<file path="config.mk">
export PLATFORM = sky130hd
export DESIGN_NAME = pe_seq_ctrl_flat
export DESIGN_NICKNAME = d
export VERILOG_FILES = /design/src/rtl/pe_seq_ctrl_if.sv /design/src/rtl/pe_seq_ctrl.sv /design/src/flat_wrapper.sv
export SDC_FILE = /design/constraint.sdc
export NUM_CORES = 1
export LEC_CHECK = 0
export BUFFER_PORTS_ARGS = -buffer_cell sky130_fd_sc_hd__buf_2
export CAP_MARGIN = 40
export CORE_MARGIN = 8
export CORE_UTILIZATION = 55
export CTS_CLUSTER_SIZE = 24
export DETAILED_ROUTE_END_ITERATION = 8
export PLACE_DENSITY = 0.77
export SLEW_MARGIN = 10
export SYNTH_ARGS = -nofsm -noshare
export SYNTH_HDL_FRONTEND = slang
export SYNTH_SLANG_ARGS = --single-unit
</file>
<file path="constraint.sdc">
create_clock -name clk -period 9.1 [get_ports clk]
set_input_delay 0.91 -clock clk [delete_from_list [all_inputs] [get_ports clk]]
set_output_delay 0.91 -clock clk [all_outputs]
set_load 0.005 [all_outputs]
</file>
<file path="src/rtl/pe_seq_ctrl_if.sv">
// Bundle between the SD4 PE sequencer and its neighbours: weight push port,
// job start, PE drive/return signals and the valid/ready result port.
interface pe_seq_ctrl_if #(
  parameter int IMG_W  = 24,
  parameter int WGT_W  = 36,
  parameter int PSUM_W = 16,
  parameter int EXP_W  = 5,
  parameter int CNT_W  = 4
);
  logic [WGT_W-1:0]  wgt_in;
  logic              wgt_valid;
  logic              wgt_ready;
  logic              start;
  logic [CNT_W-1:0]  num_terms;
  logic [IMG_W-1:0]  image_in;
  logic [EXP_W-1:0]  exp_bias_in;
  logic [PSUM_W-1:0] psum_init;
  logic              pe_en;
  logic [IMG_W-1:0]  pe_image;
  logic [EXP_W-1:0]  pe_exp_bias;
  logic [WGT_W-1:0]  pe_weight;
  logic [PSUM_W-1:0] pe_psum;
  logic [PSUM_W-1:0] pe_psum_out;
  logic              busy;
  logic              res_valid;
  logic [PSUM_W-1:0] res_data;
  logic              res_ready;

  modport slave (
    input  wgt_in, wgt_valid, start, num_terms, image_in, exp_bias_in,
           psum_init, pe_psum_out, res_ready,
    output wgt_ready, pe_en, pe_image, pe_exp_bias, pe_weight, pe_psum,
           busy, res_valid, res_data
  );

  modport master (
    output wgt_in, wgt_valid, start, num_terms, image_in, exp_bias_in,
           psum_init, pe_psum_out, res_ready,
    input  wgt_ready, pe_en, pe_image, pe_exp_bias, pe_weight, pe_psum,
           busy, res_valid, res_data
  );
endinterface

</file>
<file path="src/rtl/pe_seq_ctrl.sv">
// Sequencer for the SD4 MAC PE: buffers weight words, issues one PE op per
// term, chains psum_out back into psum and returns the final partial sum.
module pe_seq_ctrl #(
  parameter int IMG_W  = 24,
  parameter int WGT_W  = 36,
  parameter int PSUM_W = 16,
  parameter int EXP_W  = 5,
  parameter int DEPTH  = 8,
  parameter int PE_LAT = 4,
  parameter int CNT_W  = 4
) (
  input  logic         clk,
  input  logic         rst,
  pe_seq_ctrl_if.slave bus
);
  localparam int AW = (DEPTH > 1) ? $clog2(DEPTH) : 1;
  localparam int LW = $clog2(PE_LAT + 1);

  typedef enum logic [1:0] {IDLE, FETCH, WAIT, DONE} state_t;
  state_t state, state_n;

  logic [WGT_W-1:0]  mem [DEPTH];
  logic [AW-1:0]     wr_ptr, rd_ptr;
  logic [AW:0]       count;
  logic              full, empty, push, pop, cap, pe_en;
  logic [WGT_W-1:0]  head;

  logic [IMG_W-1:0]  image_q;
  logic [EXP_W-1:0]  exp_q;
  logic [WGT_W-1:0]  wgt_q;
  logic [PSUM_W-1:0] psum_q, res_q;
  logic [CNT_W-1:0]  remaining;
  logic [LW-1:0]     lat_cnt;

  assign full  = (count == (AW+1)'(DEPTH));
  assign empty = (count == '0);
  assign push  = bus.wgt_valid && !full;
  assign head  = mem[rd_ptr];

  always_ff @(posedge clk) begin
    if (push) mem[wr_ptr] <= bus.wgt_in;
  end

  // Pointers wrap naturally because DEPTH is a power of two.
  always_ff @(posedge clk or posedge rst) begin
    if (rst) begin
      wr_ptr <= '0;
      rd_ptr <= '0;
      count  <= '0;
    end else begin
      if (push) wr_ptr <= wr_ptr + 1'b1;
      if (pop)  rd_ptr <= rd_ptr + 1'b1;
      case ({push, pop})
        2'b10:   count <= count + 1'b1;
        2'b01:   count <= count - 1'b1;
        default: count <= count;
      endcase
    end
  end

  always_ff @(posedge clk or posedge rst) begin
    if (rst) state <= IDLE;
    else     state <= state_n;
  end

  always_comb begin
    state_n = state;
    pe_en   = 1'b0;
    pop     = 1'b0;
    cap     = 1'b0;
    case (state)
      IDLE: begin
        if (bus.start) state_n = (bus.num_terms == '0) ? DONE : FETCH;
      end
      FETCH: begin
        if (!empty) begin
          pe_en   = 1'b1;
          pop     = 1'b1;
          state_n = WAIT;
        end
      end
      WAIT: begin
        // Counter hits zero on this edge: PE result is valid now.
        if (lat_cnt == LW'(1)) begin
          cap     = 1'b1;
          state_n = (remaining == CNT_W'(1)) ? DONE : FETCH;
        end
      end
      DONE: begin
        if (bus.res_ready) state_n = IDLE;
      end
      default: state_n = IDLE;
    endcase
  end

  always_ff @(posedge clk or posedge rst) begin
    if (rst) begin
      image_q   <= '0;
      exp_q     <= '0;
      wgt_q     <= '0;
      psum_q    <= '0;
      res_q     <= '0;
      remaining <= '0;
      lat_cnt   <= '0;
    end else begin
      if (state == IDLE && bus.start) begin
        image_q   <= bus.image_in;
        exp_q     <= bus.exp_bias_in;
        psum_q    <= bus.psum_init;
        remaining <= bus.num_terms;
        if (bus.num_terms == '0) res_q <= bus.psum_init;
      end
      if (pop) begin
        wgt_q   <= head;
        lat_cnt <= LW'(PE_LAT);
      end else if (state == WAIT) begin
        lat_cnt <= lat_cnt - 1'b1;
      end
      if (cap) begin
        psum_q    <= bus.pe_psum_out;
        remaining <= remaining - 1'b1;
        if (remaining == CNT_W'(1)) res_q <= bus.pe_psum_out;
      end
    end
  end

  // FIFO head is shown during the issue cycle, then held until the next pop.
  assign bus.pe_weight   = (state == FETCH && !empty) ? head : wgt_q;
  assign bus.wgt_ready   = !full;
  assign bus.pe_en       = pe_en;
  assign bus.pe_image    = image_q;
  assign bus.pe_exp_bias = exp_q;
  assign bus.pe_psum     = psum_q;
  assign bus.busy        = (state != IDLE);
  assign bus.res_valid   = (state == DONE);
  assign bus.res_data    = res_q;

endmodule

</file>
<file path="src/flat_wrapper.sv">
// flat-port wrapper written by rule: the top's interface ports become plain ports
module pe_seq_ctrl_flat 
#(
  parameter int IMG_W  = 24,
  parameter int WGT_W  = 36,
  parameter int PSUM_W = 16,
  parameter int EXP_W  = 5,
  parameter int DEPTH  = 8,
  parameter int PE_LAT = 4,
  parameter int CNT_W  = 4
)
  (clk, rst, bus_wgt_in, bus_wgt_valid, bus_start, bus_num_terms, bus_image_in, bus_exp_bias_in, bus_psum_init, bus_pe_psum_out, bus_res_ready, bus_wgt_ready, bus_pe_en, bus_pe_image, bus_pe_exp_bias, bus_pe_weight, bus_pe_psum, bus_busy, bus_res_valid, bus_res_data);
  pe_seq_ctrl_if #(.IMG_W(IMG_W), .WGT_W(WGT_W), .PSUM_W(PSUM_W), .EXP_W(EXP_W), .CNT_W(CNT_W)) bus_i ();
  input  logic clk;
  input  logic rst;
  input wire logic [$bits(bus_i.wgt_in)-1:0] bus_wgt_in;
  input wire logic [$bits(bus_i.wgt_valid)-1:0] bus_wgt_valid;
  input wire logic [$bits(bus_i.start)-1:0] bus_start;
  input wire logic [$bits(bus_i.num_terms)-1:0] bus_num_terms;
  input wire logic [$bits(bus_i.image_in)-1:0] bus_image_in;
  input wire logic [$bits(bus_i.exp_bias_in)-1:0] bus_exp_bias_in;
  input wire logic [$bits(bus_i.psum_init)-1:0] bus_psum_init;
  input wire logic [$bits(bus_i.pe_psum_out)-1:0] bus_pe_psum_out;
  input wire logic [$bits(bus_i.res_ready)-1:0] bus_res_ready;
  output wire logic [$bits(bus_i.wgt_ready)-1:0] bus_wgt_ready;
  output wire logic [$bits(bus_i.pe_en)-1:0] bus_pe_en;
  output wire logic [$bits(bus_i.pe_image)-1:0] bus_pe_image;
  output wire logic [$bits(bus_i.pe_exp_bias)-1:0] bus_pe_exp_bias;
  output wire logic [$bits(bus_i.pe_weight)-1:0] bus_pe_weight;
  output wire logic [$bits(bus_i.pe_psum)-1:0] bus_pe_psum;
  output wire logic [$bits(bus_i.busy)-1:0] bus_busy;
  output wire logic [$bits(bus_i.res_valid)-1:0] bus_res_valid;
  output wire logic [$bits(bus_i.res_data)-1:0] bus_res_data;
  assign bus_i.wgt_in = bus_wgt_in;
  assign bus_i.wgt_valid = bus_wgt_valid;
  assign bus_i.start = bus_start;
  assign bus_i.num_terms = bus_num_terms;
  assign bus_i.image_in = bus_image_in;
  assign bus_i.exp_bias_in = bus_exp_bias_in;
  assign bus_i.psum_init = bus_psum_init;
  assign bus_i.pe_psum_out = bus_pe_psum_out;
  assign bus_i.res_ready = bus_res_ready;
  assign bus_wgt_ready = bus_i.wgt_ready;
  assign bus_pe_en = bus_i.pe_en;
  assign bus_pe_image = bus_i.pe_image;
  assign bus_pe_exp_bias = bus_i.pe_exp_bias;
  assign bus_pe_weight = bus_i.pe_weight;
  assign bus_pe_psum = bus_i.pe_psum;
  assign bus_busy = bus_i.busy;
  assign bus_res_valid = bus_i.res_valid;
  assign bus_res_data = bus_i.res_data;
  pe_seq_ctrl #(.IMG_W(IMG_W), .WGT_W(WGT_W), .PSUM_W(PSUM_W), .EXP_W(EXP_W), .DEPTH(DEPTH), .PE_LAT(PE_LAT), .CNT_W(CNT_W)) u_core (.clk(clk), .rst(rst), .bus(bus_i));
endmodule
</file>
==> parameters.txt, run 1 <==
Parameter                              Value

Setup path
  Critical path buffers and inverters    3
  FF-to-FF path depth    9
  Family with the most delay on the worst path    buffers and inverters
  List of cells traversed by the critical path    buf_4, buf_16, mux4_2, mux2i_1, a21oi_1, buf_2
  Endpoint type of the worst setup path    primary output
  Crit-path max cell delay    740 ps
  Max Fanout on Critical Path    33
  Data required time at the worst endpoint    8190 ps
  Total number of cells along the worst setup path    6
  CP Launch Type    register
  Reg-to-Reg Start    u_core.state[0]
  Source of the critical timing path    u_core.rd_ptr[0]
  Data arrival, critical path    ~3000 ps
  Crit-path slowest cell    sky130_fd_sc_hd__dfrtp_4
  Category of the critical setup timing path    register to primary output

Finish
  Area growth from synthesis to layout    18.52%
  Share of layout cells above drive strength 1    0.3348
  Final core occ    0.6553
  Filler cells    1938
  Fin nets    around 1300
  Finished Cell Area    approximately 0.019 sq mm

Global route
  Global route overflow    0
  Busiest layer in global routing    met2
  Global router's overall resource usage    0.1957
  Met2 GRT Util    0.3376
  Global-route wire length before repair    just over 50 mm
  Initial antenna violation count    3
  Met1 GRT Util    0.2518
  GR met3 Demand/Resource    0.03943
  Largest net degree at the start of global routing    57
  Number of global-route vias before repair    about 9000

Routing
  DR DRC count    0
  Starting DRT DRC Count    slightly above 600
  Number of iterations in the first detailed-routing pass    5
  Overall routed net length    around 33 mm
  Via count of the routed design    about 8700
  Average routed wire per standard cell    about 21 microns
  Number of nets with antenna violations after routing    0
  Via density    5.572

CTS
  Maximum buffer depth of the clock tree    3
  Number of buffers created by CTS    between 40 and 50
  Htree depth    2
  Clock-pin slew reported for the worst setup and hold paths after clock tree synthesis    60 ps
  Number of buffers added for setup after CTS    0
  CTS-repair resized insts    0
  CTS tree    yes
  Clk_lat worst skew    520 ps
  Count of hold-fix buffers inserted at cts    0
  Buffer cell driving the clock tree root    sky130_fd_sc_hd__clkbuf_16
  Clock net sink count    between 400 and 500

STA
  Transition time at the pin with the least slew margin    roughly 730 ps
  Maximum clock frequency    0.2532 GHz
  Final period util    0.4341
  Normalized max-slew margin    0.5096
  Tmin final    between 3000 and 4000 ps
  Total of endpoints with negative setup slack in the final report    0
  Total negative slack    0 ps
  Max Transition Viols Final    0
  Clock Skews    between 10 and 15 ps
  PnR worst setup slack    5150 ps
  Setup repair after global routing missed its margin    false
  Hold violation count in the final report    0

Status
  Run status    finished, final reports clean

Floorplanning
  Core Footprint    between 0.02 and 0.03 sq mm
  Initial standard-cell utilization of the core    0.5529
  Cell row count    62
  Die width    185.2 microns
  Die ar.    0.03429 sq mm
  Die span in y    185.2 microns
  IO Pins    a little over 200

Yosys
  Fraction of registers with async set or reset after synthesis    0.2871
  Dominant cell type by area after synthesis    sky130_fd_sc_hd__edfxtp_1
  Number of distinct library cells after synthesis    47
  Top cell type's share of synthesized area    0.5494
  Synthesis warning total    0
  Top cells by instance count after synthesis    sky130_fd_sc_hd__edfxtp_1 (288), sky130_fd_sc_hd__nand2_1 (119), sky130_fd_sc_hd__dfrtp_1 (116)
  Number of flops mapped to enable cells by yosys    around 290
  Largest cells by area after synthesis    sky130_fd_sc_hd__edfxtp_1 (55%), sky130_fd_sc_hd__dfrtp_1 (18%), sky130_fd_sc_hd__mux4_2 (10%)
  Mapped Area    0.01574 sq mm
  Synthesized area divided by synthesized cell count    17.18 sq um
  Most used DFF post-synth    sky130_fd_sc_hd__edfxtp_1
  Cells after synthesis    between 900 and 1000
  Part of the Yosys area used for sequential elements    0.7338
  Leading cell type by number of instances after synthesis    sky130_fd_sc_hd__edfxtp_1
  Register bit total from synthesis    404
  Post-Synthesis Net Count    about 1000

Placed design
  PortBufs    approximately 210
  Worst setup timing slack at the placement stage    around 5700 ps
  DP Area    roughly 0.017 sq mm
  Post-DP HPWL    about 21 mm
  Routability cong.    about 0.87

Power
  Power per cell area    roughly 330 mW/mm^2
  Static Leak    around 7.3 nW
  Peak ir drop on the vdd network    ~0.22 mV

Min path
  Hold/Removal Path Class    input port to asynchronous set/reset pin

Job
  Maxcap violations    0
==> area by class of cell <==
type                    count  area [sq um]  share of cell area
diodes                      1         2.502           0.0001341
clock buffers              56          1185             0.06351
clock inverters            19         211.5             0.01133
inverters                   7         28.78            0.001542
multi-input cells         457          3900              0.2090
flip-flops and latches    404         11560              0.6195
well taps                 384         480.5             0.02575
repair buffers            228          1291             0.06921
==> worst reg2reg max path, delay by kind of cell, from the launching register on <==
kind | cells | cell delay [ps]
DFF | 1 | 590
adders and majority gates | 2 | 580
and+or+nand+nor | 2 | 560
buffers and inverters | 1 | 560
xor gates and xnor gates | 3 | 410
AOI/OAI and AO/OA | 1 | 140
==> per-stage QoR <==
| step | total power, mW | instances | hold WS, ps |
|---|---|---|---|
| CTS | 6.274 | 1555 | 434.8 |
| floorplan | 3.881 | 916 | 469.7 |
| finish | 6.182 | 1556 | 428.2 |
| global route | 6.536 | 1556 | 468.3 |
| global placement | 4.457 | 1474 | 452.8 |
| detailed placement | 4.567 | 1480 | 458.1 |
==> logic make-up (layout without fill, tap and decap cells) <==
kind of cell / Yosys count / count (layout) / share of synthesized area
AO/OA/AOI/OAI: 89 / 89 / 0.03132
XOR/XNOR: 9 / 9 / 0.005007
adder cells (fa/ha/maj): 9 / 9 / 0.007154
buffers and inverters: 55 / 310 / 0.02234
flip-flops: 404 / 404 / 0.7338
multiplexers: 127 / 127 / 0.1382
other: 0 / 1 / 0
AND/OR/NAND/NOR: 223 / 223 / 0.06216
==> registers in the layout, indices dropped and copies added, names as in the netlist <==
register                count
u_core.bus.pe_exp_bias      5
u_core.wr_ptr               3
u_core.bus.pe_psum         16
u_core.bus.pe_image        24
u_core.wgt_q               36
u_core.remaining            4
u_core.lat_cnt              3
u_core.bus.res_data        16
u_core.state                2
u_core.mem                288
u_core.count                4
u_core.rd_ptr               3
==> layer usage <==
layer,routed length [microns],part of all wire
met5,22,0.00066
met4,707,0.021
met3,2686,0.081
met2,16380,0.49
met1,13420,0.40
==> path summary, 6_finish.rpt <==
| path | end | slack (ps) |
|---|---|---|
| max reg2reg | u_core.count[2] | 6140 |
| min | u_core.bus.pe_image[2] | 430 |
| min in group clk | u_core.bus.pe_image[22] | 470 |
| max | bus_pe_weight[11] | 5150 |
| max in group asynchronous | u_core.rd_ptr[0] | 7620 |
| min reg2reg | u_core.bus.pe_image[22] | 470 |
==> placed cells by master (no fill, tap or decap), drive strengths merged, types with 5 or more instances in the layout <==
cell type / count
a21oi: 43
buf: 228
clkbuf: 56
clkinv: 12
dfrtp: 116
edfxtp: 288
ha: 9
inv: 7
mux2i: 52
mux4: 72
nand2: 122
nor2: 76
o21ai: 21
o22ai: 16
xnor2: 5
==> report_power, final <==
part           leakage (nW)  switching, mW  internal, mW
Combinational          2.59          0.987         0.854
Clock                 0.683          0.660          1.03
Sequential             3.98          0.222          2.43
Total                  7.25           1.87          4.31
Power figures use the tool's default switching activity.
==> inputs of run 2 (changes only) <==
==> constraint.sdc (replaced) <==
create_clock -name clk -period 3.98 [get_ports clk]
set_input_delay 0.398 -clock clk [delete_from_list [all_inputs] [get_ports clk]]
set_output_delay 0.398 -clock clk [all_outputs]
set_load 0.005 [all_outputs]
==> parameters.txt, run 2 (synthesized netlist as in run 1, its figures left out) <==
Parameter                              Value

STA
  Final period util    0.7868
  Maximum clock frequency    around 0.32 GHz
  Worst hold slack after final layout    65.89 ps (-362.3 ps)
  Normalized max-slew margin    0.4081 (-0.1016)
  Total negative slack    0 ps (unchanged)
  Clock Skews    12.04 ps (-1.045 ps)
  Total of endpoints with negative setup slack in the final report    0 (unchanged)
  Hold violation count in the final report    0 (unchanged)
  Tmin final    between 3000 and 4000 ps
  Transition time at the pin with the least slew margin    887.9 ps (+154.1 ps)
  Max Transition Viols Final    0 (unchanged)
  Setup repair after global routing missed its margin    false

Setup path
  Data required time at the worst endpoint    3580 ps (-4610 ps)
  Crit-path slowest cell    sky130_fd_sc_hd__dfrtp_4
  Critical path buffers and inverters    2 (-1)
  List of cells traversed by the critical path    buf_4, mux4_2, mux2i_1, a21oi_1, buf_2
  Family with the most delay on the worst path    multiplexers
  Data arrival, critical path    2730 ps (-310 ps)
  CP Launch Type    register
  Category of the critical setup timing path    register to primary output
  FF-to-FF path depth    5 (-4)
  Crit-path max cell delay    730 ps (about the same)
  Reg2reg end    u_core.mem[6][15]
  Max Fanout on Critical Path    23 (-30%)
  Reg-to-Reg Start    u_core.count[1]
  Setup slack, reg-to-reg    1460 ps (-4680 ps)
  Endpoint type of the worst setup path    primary output

Finish
  Number of diodes added for antenna fixing    0 (-1)
  Commonest non-fill, non-tap cell in the layout    sky130_fd_sc_hd__edfxtp_1
  Top reg by flops    u_core.mem
  Multi-input gate area    0.003906 sq mm (+0.16%)
  Top library cells by usage in the layout, fill and taps aside    sky130_fd_sc_hd__edfxtp_1 (288), sky130_fd_sc_hd__buf_2 (206), sky130_fd_sc_hd__nand2_1 (119)
  Finished Cell Area    0.01851 sq mm (-0.78%)
  Filler cells    1916 (-1.1%)
  Area growth from synthesis to layout    17.59%
  Flip-flop count of the largest register, all copies and words added    288 (unchanged)
  Fin nets    1258 (+0.32%)
  Share of layout cells above drive strength 1    0.3274 (-0.007391)
  Area used by sequential logic in the layout    0.01156 sq mm (about the same)

Floorplanning
  Die width    185.2 microns (unchanged)
  Cell row count    62 (unchanged)
  Core Footprint    0.02847 sq mm (unchanged)
  Die ar.    0.03429 sq mm (unchanged)
  IO Pins    207 (unchanged)
  Die span in y    185.2 microns (unchanged)
  Initial standard-cell utilization of the core    0.5529 (unchanged)

Routing
  Average routed wire per standard cell    21.71 microns (+1.7%)
  Starting DRT DRC Count    632 (+2.9%)
  DR DRC count    0 (unchanged)
  Overall routed net length    33.81 mm (+1.8%)
  Via density    5.618 (+0.83%)
  Number of iterations in the first detailed-routing pass    6 (+1)
  Via count of the routed design    8748 (+0.90%)
  Number of nets with antenna violations after routing    0 (unchanged)

Min path
  Hold/Removal Path Class    input port to register
  Count of cells along the worst hold path    3
  Hold-critical path endpoint    u_core.bus.pe_image[8]
  Start point of the worst min-delay path    bus_image_in[8]

Power
  Static Leak    7.186 nW (-0.90%)
  Peak ir drop on the vdd network    0.4825 mV (+120%)
  Total chip power    13.79 mW (+120%)
  Power per cell area    745.1 mW/mm^2 (+120%)

Global route
  Largest net degree at the start of global routing    81 (+42%)
  Global route overflow    0 (unchanged)
  Initial antenna violation count    4 (+1)
  Global-route wire length before repair    51.59 mm (+1.0%)
  Number of global-route vias before repair    9070 (+0.24%)
  Global router's overall resource usage    0.1980 (+0.002318)

CTS
  Clock-pin slew reported for the worst setup and hold paths after clock tree synthesis    60 ps (about the same)
  Number of buffers added for setup after CTS    0 (unchanged)
  Number of buffers created by CTS    41 (unchanged)
  Buffer cell driving the clock tree root    sky130_fd_sc_hd__clkbuf_16
  Maximum buffer depth of the clock tree    3 (unchanged)
  Clock net sink count    404 (unchanged)
  Htree depth    2 (unchanged)
  Clk_lat worst skew    530 ps (about the same)
  CTS tree    yes

Placed design
  DP Area    0.01726 sq mm (about the same)
  PortBufs    206 (unchanged)
  Routability cong.    0.8648 (-0.41%)
  Post-DP HPWL    21.42 mm (+2.3%)

Job
  Maxcap violations    0 (unchanged)

Status
  Run status    finished, final reports clean
==> run 2: changes by cell type in the layout (fill, tap and decap cells not counted), sizes merged <==
cell         change
buf              +3
bufinv           -4
clkbuf           +5
clkinvlp         -3
diode            -1
dlygate4sd3      +1
==> run 2: repair_timing <==
item	CTS	global route
endpoints found under the setup margin	0	0
endpoints found under the hold margin	12	0
gates resized for setup	0	0
hold buffers	1	0
==> run 2: power by group <==
group / total [mW] / switching (mW) / leakage, nW / internal [mW]
clock network: 3.53 / 1.50 / 0.611 / 2.04
logic: 4.00 / 2.07 / 2.60 / 1.93
registers: 6.26 / 0.701 / 3.98 / 5.56
==> run 2: worst max path at each step <==
stage / start / endpoint / cells after the start
2_1_floorplan: u_core.count[3] / u_core.mem[1][0] / 3
3_3_place_gp: u_core.rd_ptr[0] / bus_pe_weight[19] / 5
3_5_place_dp: u_core.rd_ptr[1] / bus_pe_weight[25] / 5
4_1_cts: u_core.rd_ptr[1] / bus_pe_weight[25] / 5
5_1_grt: u_core.rd_ptr[1] / bus_pe_weight[25] / 5
6_report: u_core.rd_ptr[1] / bus_pe_weight[25] / 5
==> run 2: cell type report <==
cell class	instances	area share
sequential	404	0.6246
tap	384	0.02596
inverter	7	0.001555
timing repair buffer	232	0.06989
clock inverter	12	0.003583
clock buffer	61	0.06334
multi-input combinational	457	0.2110
==> run 2: worst reg2reg max path: stages, from the launching register on <==
cell and delay (ps):
sky130_fd_sc_hd__dfrtp_1 520, sky130_fd_sc_hd__or4b_4 230, sky130_fd_sc_hd__nand2_2 90, sky130_fd_sc_hd__or2_2 390, sky130_fd_sc_hd__nor2_4 640, sky130_fd_sc_hd__buf_4 340
==> run 2: routing by layer <==
metal  global-route usage  part of all wire
met1               0.2585              0.41
met2               0.3299              0.49
met3              0.04472             0.079
met4              0.05986             0.020
met5                    0            0.0013
==> run 2: metrics by stage <==
stage	setup WS [ps]	std cells	utilization
after floorplan	249.5	916	-
after global placement	1403	1481	0.6048
after detailed placement	1374	1483	0.6063
after CTS	795.8	1557	0.6502
after global routing	712.9	1557	0.6502
final	848.4	1557	0.6502
